`src/rtl/lfsr_gen.sv`:
```
// Parametrised Fibonacci LFSR with multi-shift advance, runtime seed load,
// all-zero lockup protection and a period counter that pulses on wrap.
module lfsr_gen #(
    parameter int               WIDTH = 8,
    parameter logic [WIDTH-1:0] TAPS  = 8'hB8,
    parameter logic [WIDTH-1:0] SEED  = 8'h01,
    parameter int               STEPS = 1
) (
    input  logic             clk,
    input  logic             ar,
    input  logic             en,
    input  logic             load,
    input  logic [WIDTH-1:0] seed_in,
    output logic [WIDTH-1:0] sr,
    output logic             q,
    output logic             wrap,
    output logic             lock_err,
    output logic [WIDTH-1:0] cnt
);

    logic [WIDTH-1:0] sr_reg, sr_next;
    logic [WIDTH-1:0] start_reg, start_next;
    logic [WIDTH-1:0] cnt_reg, cnt_next;
    logic             wrap_reg, wrap_next;
    logic             lock_err_reg, lock_err_next;

    // stage[k] is the state after k single shifts; stage[STEPS] is the advance result
    logic [WIDTH-1:0] stage [0:STEPS];
    logic [STEPS-1:0] fb;

    assign stage[0] = sr_reg;

    generate
        for (genvar gi = 0; gi < STEPS; gi++) begin : g_shift
            assign fb[gi]        = ^(stage[gi] & TAPS);
            assign stage[gi + 1] = {stage[gi][WIDTH-2:0], fb[gi]};
        end
    endgenerate

    always_comb begin
        sr_next       = sr_reg;
        start_next    = start_reg;
        cnt_next      = cnt_reg;
        wrap_next     = 1'b0;
        lock_err_next = 1'b0;
        if (load) begin
            if (seed_in == '0) begin
                sr_next       = SEED;
                start_next    = SEED;
                lock_err_next = 1'b1;
            end else begin
                sr_next    = seed_in;
                start_next = seed_in;
            end
            cnt_next = '0;
        end else if (en) begin
            if (sr_reg == '0) begin
                // Defensive recovery: a zero state would otherwise never leave zero
                sr_next       = SEED;
                cnt_next      = '0;
                lock_err_next = 1'b1;
            end else begin
                sr_next = stage[STEPS];
                if (stage[STEPS] == start_reg) begin
                    wrap_next = 1'b1;
                    cnt_next  = '0;
                end else begin
                    cnt_next = cnt_reg + WIDTH'(1);
                end
            end
        end
    end

    always_ff @(posedge clk) begin
        if (ar) begin
            sr_reg       <= SEED;
            start_reg    <= SEED;
            cnt_reg      <= '0;
            wrap_reg     <= 1'b0;
            lock_err_reg <= 1'b0;
        end else begin
            sr_reg       <= sr_next;
            start_reg    <= start_next;
            cnt_reg      <= cnt_next;
            wrap_reg     <= wrap_next;
            lock_err_reg <= lock_err_next;
        end
    end

    assign sr       = sr_reg;
    assign q        = sr_reg[WIDTH-1];
    assign wrap     = wrap_reg;
    assign lock_err = lock_err_reg;
    assign cnt      = cnt_reg;

endmodule

```
`config.mk`:
```
export PLATFORM = sky130hd
export DESIGN_NAME = lfsr_gen
export DESIGN_NICKNAME = d
export VERILOG_FILES = /design/src/rtl/lfsr_gen.sv
export SDC_FILE = /design/constraint.sdc
export NUM_CORES = 1
export LEC_CHECK = 0
export ABC_AREA = 1
export CAP_MARGIN = 20
export CORE_UTILIZATION = 40
export DETAILED_ROUTE_END_ITERATION = 12
export GPL_ROUTABILITY_DRIVEN = 0
export GPL_TIMING_DRIVEN = 0
export PLACE_DENSITY = 0.68
export SLEW_MARGIN = 20
export SYNTH_ARGS = -nofsm -noshare
export SYNTH_HDL_FRONTEND = slang
export SYNTH_SLANG_ARGS = --single-unit
export TNS_END_PERCENT = 30
```
`constraint.sdc`:
```
create_clock -name clk -period 2.1 [get_ports clk]
set_input_delay 0.42 -clock clk [delete_from_list [all_inputs] [get_ports clk]]
set_output_delay 0.42 -clock clk [all_outputs]
set_load 0.1 [all_outputs]
```
==> flow_summary.yaml, run 1 <==
grt:
  grt_pass1_wl_mm: 5.42
  grt_max_degree: 15
  grt_overflow: 0
  grt_use_total_pct: 19.9
  antenna_found_initial: 0
  grt_pass1_vias: 1246
detailed_routing:
  ant_nets: 0
  wl_per_cell_microns: 11.8
  vias_per_cell: 4.89
  vias: 1336
  met3WireLength_microns: 84
  wl_met1_mm: 1.67
  routed_wl_mm: 3.22
  wl_met2_mm: 1.44
  first_pass_iters: 4
  drt_first_iter_violations: 48
  drc: 0
  top_layer_used: "met4"
yosys:
  ys.flop_type: "dfxtp_1"
  synth-seq-cells: 26
  yosys_warnings: 0
  synth-edff-count: 0
  synth_fp_nets: 209
  yosysMostFrequentCell: "nand2_1"
  ys_async_sr_fraction_pct: 0
  postSynthAreaPerCell_sq_um: 6.96
  ys_top_cells_by_area: "dfxtp_1 38%, nand2_1 15%, inv_1 8.0%"
  synth_cell_types: 26
  netlist_instances: 195
  synth_area_sq_um: 1360
  synth_seq_area_share_pct: 38.4
  yosys.area.top_type: "dfxtp_1"
  synth_common_cells: "53 x nand2_1, 29 x inv_1, 26 x dfxtp_1"
  synth_top_cell_area_share_pct: 38.4
power_and_ir_drop:
  p_switching_mw: 0.371
  pwr-share-clk_pct: 24.2
  intPower_mw: 0.699
  peakVddDrop_mv: 0.603
  leakage_nw: 0.785
  swShare_pct: 34.7
  power_density_nw_per_um2: 623
  seqPwrFrac_pct: 50.1
  combPwrFrac_pct: 25.7
timing:
  finalMaxSlewViolations: 0
  setup_viol: 0
  min_period_over_period_pct: 97.5
  hold_viol: 0
  rsz0062_at_grt: "yes"
  worst_pin_slew_ns: 0.958
  skew_ns: 0.00550
  slew-limit-headroom_pct: 36.4
  hold_ws_ns: 0.499
  layout_min_cycle_time_ns: 2.05
  timing.fmax_mhz: 488
finish:
  syn_to_final_growth_pct: 26.7
  antennaDiodeCount: 0
  fin_nets: 244
  final_area_sq_um: 1720
  drive_gt1_share_pct: 10.9
clocking:
  tritoncts: "done"
  clockBufferDepth: 2
  clk_pin_slew_worst_paths_ns: 0.14
  cts.sinks: 26
  root_buffer: "clkbuf_4"
  numCtsBuffers: 3
  cts-htree-levels: 1
  clk-insertion-delay-late_ns: 0.33
  post_cts_buffers: 0
floorplan:
  fp.dieArea_sq_um: 3630
  start_util_pct: 43.4
  die_h_microns: 60.2
  core_area_sq_um: 3130
  fp.dieW_microns: 60.2
  ioPinCount: 31
  rows: 20
worst_setup_path:
  worst_setup_path_start_kind: "flop"
  path_buf_inv: 1
  cp-end-kind: "output port"
  critPathRequiredTime_ns: 1.68
  crit_slowest_cell: "clkdlybuf4s15_1"
  cp_max_fo: 6
  cpPeakStageDelay_ns: 0.85
  cp.depth: 1
  worstPathArrival_ns: 1.63
  rr_worst_depth: 11
  critical_path_class: "reg2out"
  crit_chain: "clkdlybuf4s15_1"
  cpLargestDelayFamily: "buffers and inverters"
flow_run:
  cap_violations: 0
outcome:
  status: "complete, no violations"
place:
  port_buffers: 30
  dp.final_hpwl_mm: 2.43
  dpl_cell_area_sq_um: 1710
min_path:
  holdPathStages: 2
  hp-class: "reg2reg"
==> per-stage QoR <==
| stage | worst slack, ns | setup TNS (ns) | std cells | power, mW | util [%] |
|---|---|---|---|---|---|
| floorplan | 0.00256 | 0 | 195 | 0.747 | - |
| global placement | 0.0369 | 0 | 269 | 0.826 | 54.8 |
| detailed placement | 0.0399 | 0 | 269 | 0.828 | 54.8 |
| CTS | 0.00353 | 0 | 273 | 1.07 | 55.2 |
| global route | -0.000323 | -0.000323 | 273 | 1.12 | 54.9 |
| finish | 0.0526 | 0 | 273 | 1.07 | 54.9 |
==> final timing paths <==
check | from | slack, ns | end
max | sr[2] | 0.05 | sr[2]
min | start_reg[5] | 0.50 | start_reg[5]
max reg2reg | sr[4] | 0.49 | cnt[5]
min reg2reg | start_reg[5] | 0.50 | start_reg[5]
==> power by group through the flow <==
stage / clock, mW / sequential [mW] / combinational (mW)
global placement: 0 / 0.546 / 0.280
detailed placement: 0 / 0.547 / 0.281
CTS: 0.264 / 0.536 / 0.274
finish: 0.259 / 0.536 / 0.275
global route: 0.286 / 0.540 / 0.297
floorplan: 0 / 0.628 / 0.119
==> cells by family after synthesis <==
family / share of synthesized area, %
compound gates: 12.7
xor+xnor: 4.52
fa+ha+maj: 1.84
buf+inv: 10.4
flops: 38.4
simple gates: 32.1
==> placed cells by master (no fill, tap or decap), drive strengths merged <==
master and instances:
o211ai 1, nand3b 2, buf 4, nand2 55
a31oi 5, nor4 1, nand4 1, nor3 1
nor2 17, clkbuf 10, o22ai 7, a21oi 11
inv 31, o21ai 7, clkdlybuf4s50 11, clkdlybuf4s15 5
xor2 5, xnor2 2, ha 2, nand3 16
dlygate4sd2 9, dfxtp 26
==> layout make-up <==
cell class	count	area [sq um]
clock buffer	4	36.3
inverter	31	116
buffer	5	25.0
timing repair buffer	30	268
fill	323	1410
tap	44	55.1
multi-input combinational	133	694
sequential	26	523
==> metal layers <==
layer	track usage [%]	vias to the layer above
met5	0	-
met4	2.99	0
met3	4.55	2
met2	32.3	21
met1	27.1	622
li1	-	691
==> timing repair <==
| item | CTS | global route |
|---|---|---|
| endpoints found under the setup margin | 19 | 8 |
| hold buffers | 0 | 0 |
| gates cloned | 0 | 0 |
| pin swaps | 0 | 0 |
| resized for setup | 22 | 12 |
(Power assumes the default switching activity.)
==> run 2, diff against run 1 <==
- CORE_MARGIN: not set -> 5
- clock period: 2.1 -> 2.15 ns (I/O delays scaled with it)
==> flow_summary.yaml, run 2 (synthesis gave the netlist of run 1 again) <==
worst_setup_path:
  rr_worst_depth: 11
  worstSetupEndpoint: "q"
  rr_endpoint: "cnt[1]"
  worstPathArrival_ns: 1.66
  critical_path_class: "reg2out"
  crit_slowest_cell: "dlygate4sd2_1"
  r2r_start: "sr[4]"
  cpPeakStageDelay_ns: 0.88
  cp-startpoint: "sr[7]"
  cp.depth: 1
  path_buf_inv: 1
  worst_setup_path_start_kind: "flop"
  reg2reg_slack_ns: 0.54
  crit_chain: "dlygate4sd2_1"
  cp_max_fo: 5
  cpLargestDelayFamily: "buffers and inverters"
  cp-end-kind: "output port"
  critPathRequiredTime_ns: 1.72
detailed_routing:
  drt_first_iter_violations: 84
  wl_met2_mm: 1.55
  first_pass_iters: 4
  wl_met1_mm: 1.66
  drc: 0
  routed_wl_mm: 3.41
  met3WireLength_microns: 172
  vias: 1323
  vias_per_cell: 4.81
  wl_per_cell_microns: 12.4
  ant_nets: 0
  top_layer_used: "met4"
finish:
  antennaDiodeCount: 0
  layout_commonest_cell: "nand2_1"
  final_area_sq_um: 1730
  fin_nets: 244
  most-common-layout-cells: "53 x nand2_1, 29 x inv_1, 24 x dfxtp_1, 15 x nor2_1"
  drive_gt1_share_pct: 9.17
  syn_to_final_growth_pct: 27.5
floorplan:
  ioPinCount: 31
  start_util_pct: 41.0
  fp.dieW_microns: 68.2
  rows: 21
  fp.dieArea_sq_um: 4660
  core_area_sq_um: 3310
  die_h_microns: 68.2
clocking:
  cts-htree-levels: 1
  numCtsBuffers: 3
  clockBufferDepth: 2
  post_cts_buffers: 0
  clk-insertion-delay-late_ns: 0.32
  cts.sinks: 26
  root_buffer: "clkbuf_4"
  clk_pin_slew_worst_paths_ns: 0.14
  tritoncts: "done"
power_and_ir_drop:
  swShare_pct: 34.3
  power_density_nw_per_um2: 601
  leakage_nw: 0.798
  p_total_mw: 1.04
  pwr-share-clk_pct: 23.9
  combPwrFrac_pct: 25.7
  seqPwrFrac_pct: 50.4
  p_switching_mw: 0.357
  intPower_mw: 0.682
  peakVddDrop_mv: 0.281
timing:
  finalSetupTns_ns: 0
  finalMaxSlewViolations: 0
  rsz0062_at_grt: "no"
  skew_ns: 0.00509
  hold_viol: 0
  slew-limit-headroom_pct: 35.7
  worst_pin_slew_ns: 0.968
  hold_ws_ns: 0.491
  min_period_over_period_pct: 97.1
  layout_min_cycle_time_ns: 2.09
  timing.fmax_mhz: 479
  setup_viol: 0
outcome:
  status: "complete, no violations"
min_path:
  hp-class: "reg2reg"
grt:
  grt_max_degree: 15
  grt_use_total_pct: 16.0
  antenna_found_initial: 0
  grt_pass1_wl_mm: 5.65
  grt_pass1_vias: 1250
  grt_overflow: 0
place:
  dpl_cell_area_sq_um: 1720
  port_buffers: 30
  dp.final_hpwl_mm: 2.61
flow_run:
  cap_violations: 0
[run 2: cell types whose count changed in the layout (fill, tap and decap cells not counted), sizes merged]
cell,previous run,this run
dlygate4sd2,9,13
clkbuf,10,7
clkdlybuf4s15,5,4
[run 2: metal layers]
metal	global-route usage, %	up-vias
li1	-	692
met1	22.3	597
met2	25.3	32
met3	2.63	2
met4	4.71	0
met5	0	-
[run 2: worst reg2reg max path, stage by stage (launching register included)]
cell and delay (ns):
dfxtp_2 0.40, inv_1 0.08, ha_1 0.32, inv_1 0.06, nand2_1 0.06, nand2_1 0.07
nand2_1 0.06, nand2_1 0.11, nand2_2 0.07, nand3_4 0.14, nand3_1 0.08, a21oi_1 0.12
[run 2: worst min path at each step]
stage,start,to,cells past startpoint
after floorplan,start_reg[5],start_reg[5],2
after global placement,start_reg[5],start_reg[5],2
after detailed placement,start_reg[5],start_reg[5],2
after CTS,start_reg[5],start_reg[5],2
after global routing,start_reg[5],start_reg[5],2
final,start_reg[5],start_reg[5],2
[run 2: cell type report]
type	count	area, sq um
timing repair buffer	30	277
sequential	26	523
clock buffer	4	36.3
inverter	31	116
fill	364	1580
tap	46	57.6
multi-input combinational	133	694
buffer	5	25.0
[run 2: power groups by stage]
stage / combinational (mW) / sequential (mW) / clock, mW
after global routing: 0.290 / 0.528 / 0.275
final: 0.267 / 0.524 / 0.248
after global placement: 0.274 / 0.535 / 0
after floorplan: 0.116 / 0.614 / 0
after detailed placement: 0.275 / 0.535 / 0
after CTS: 0.268 / 0.524 / 0.259
[run 2: per-stage QoR]
| stage | utilization [%] | worst slack [ns] | std cells |
|---|---|---|---|
| detailed placement | 51.9 | 0.0318 | 271 |
| finish | 52.2 | 0.0634 | 275 |
| floorplan | - | 0.0526 | 195 |
| global placement | 51.9 | 0.0426 | 271 |
| CTS | 52.2 | 0.00645 | 275 |
| global route | 52.2 | 0.00131 | 275 |
[run 2: what timing repair did]
item,4_1_cts,5_1_grt
hold buffers,0,0
endpoints found under the setup margin,19,5
resized for setup,20,6
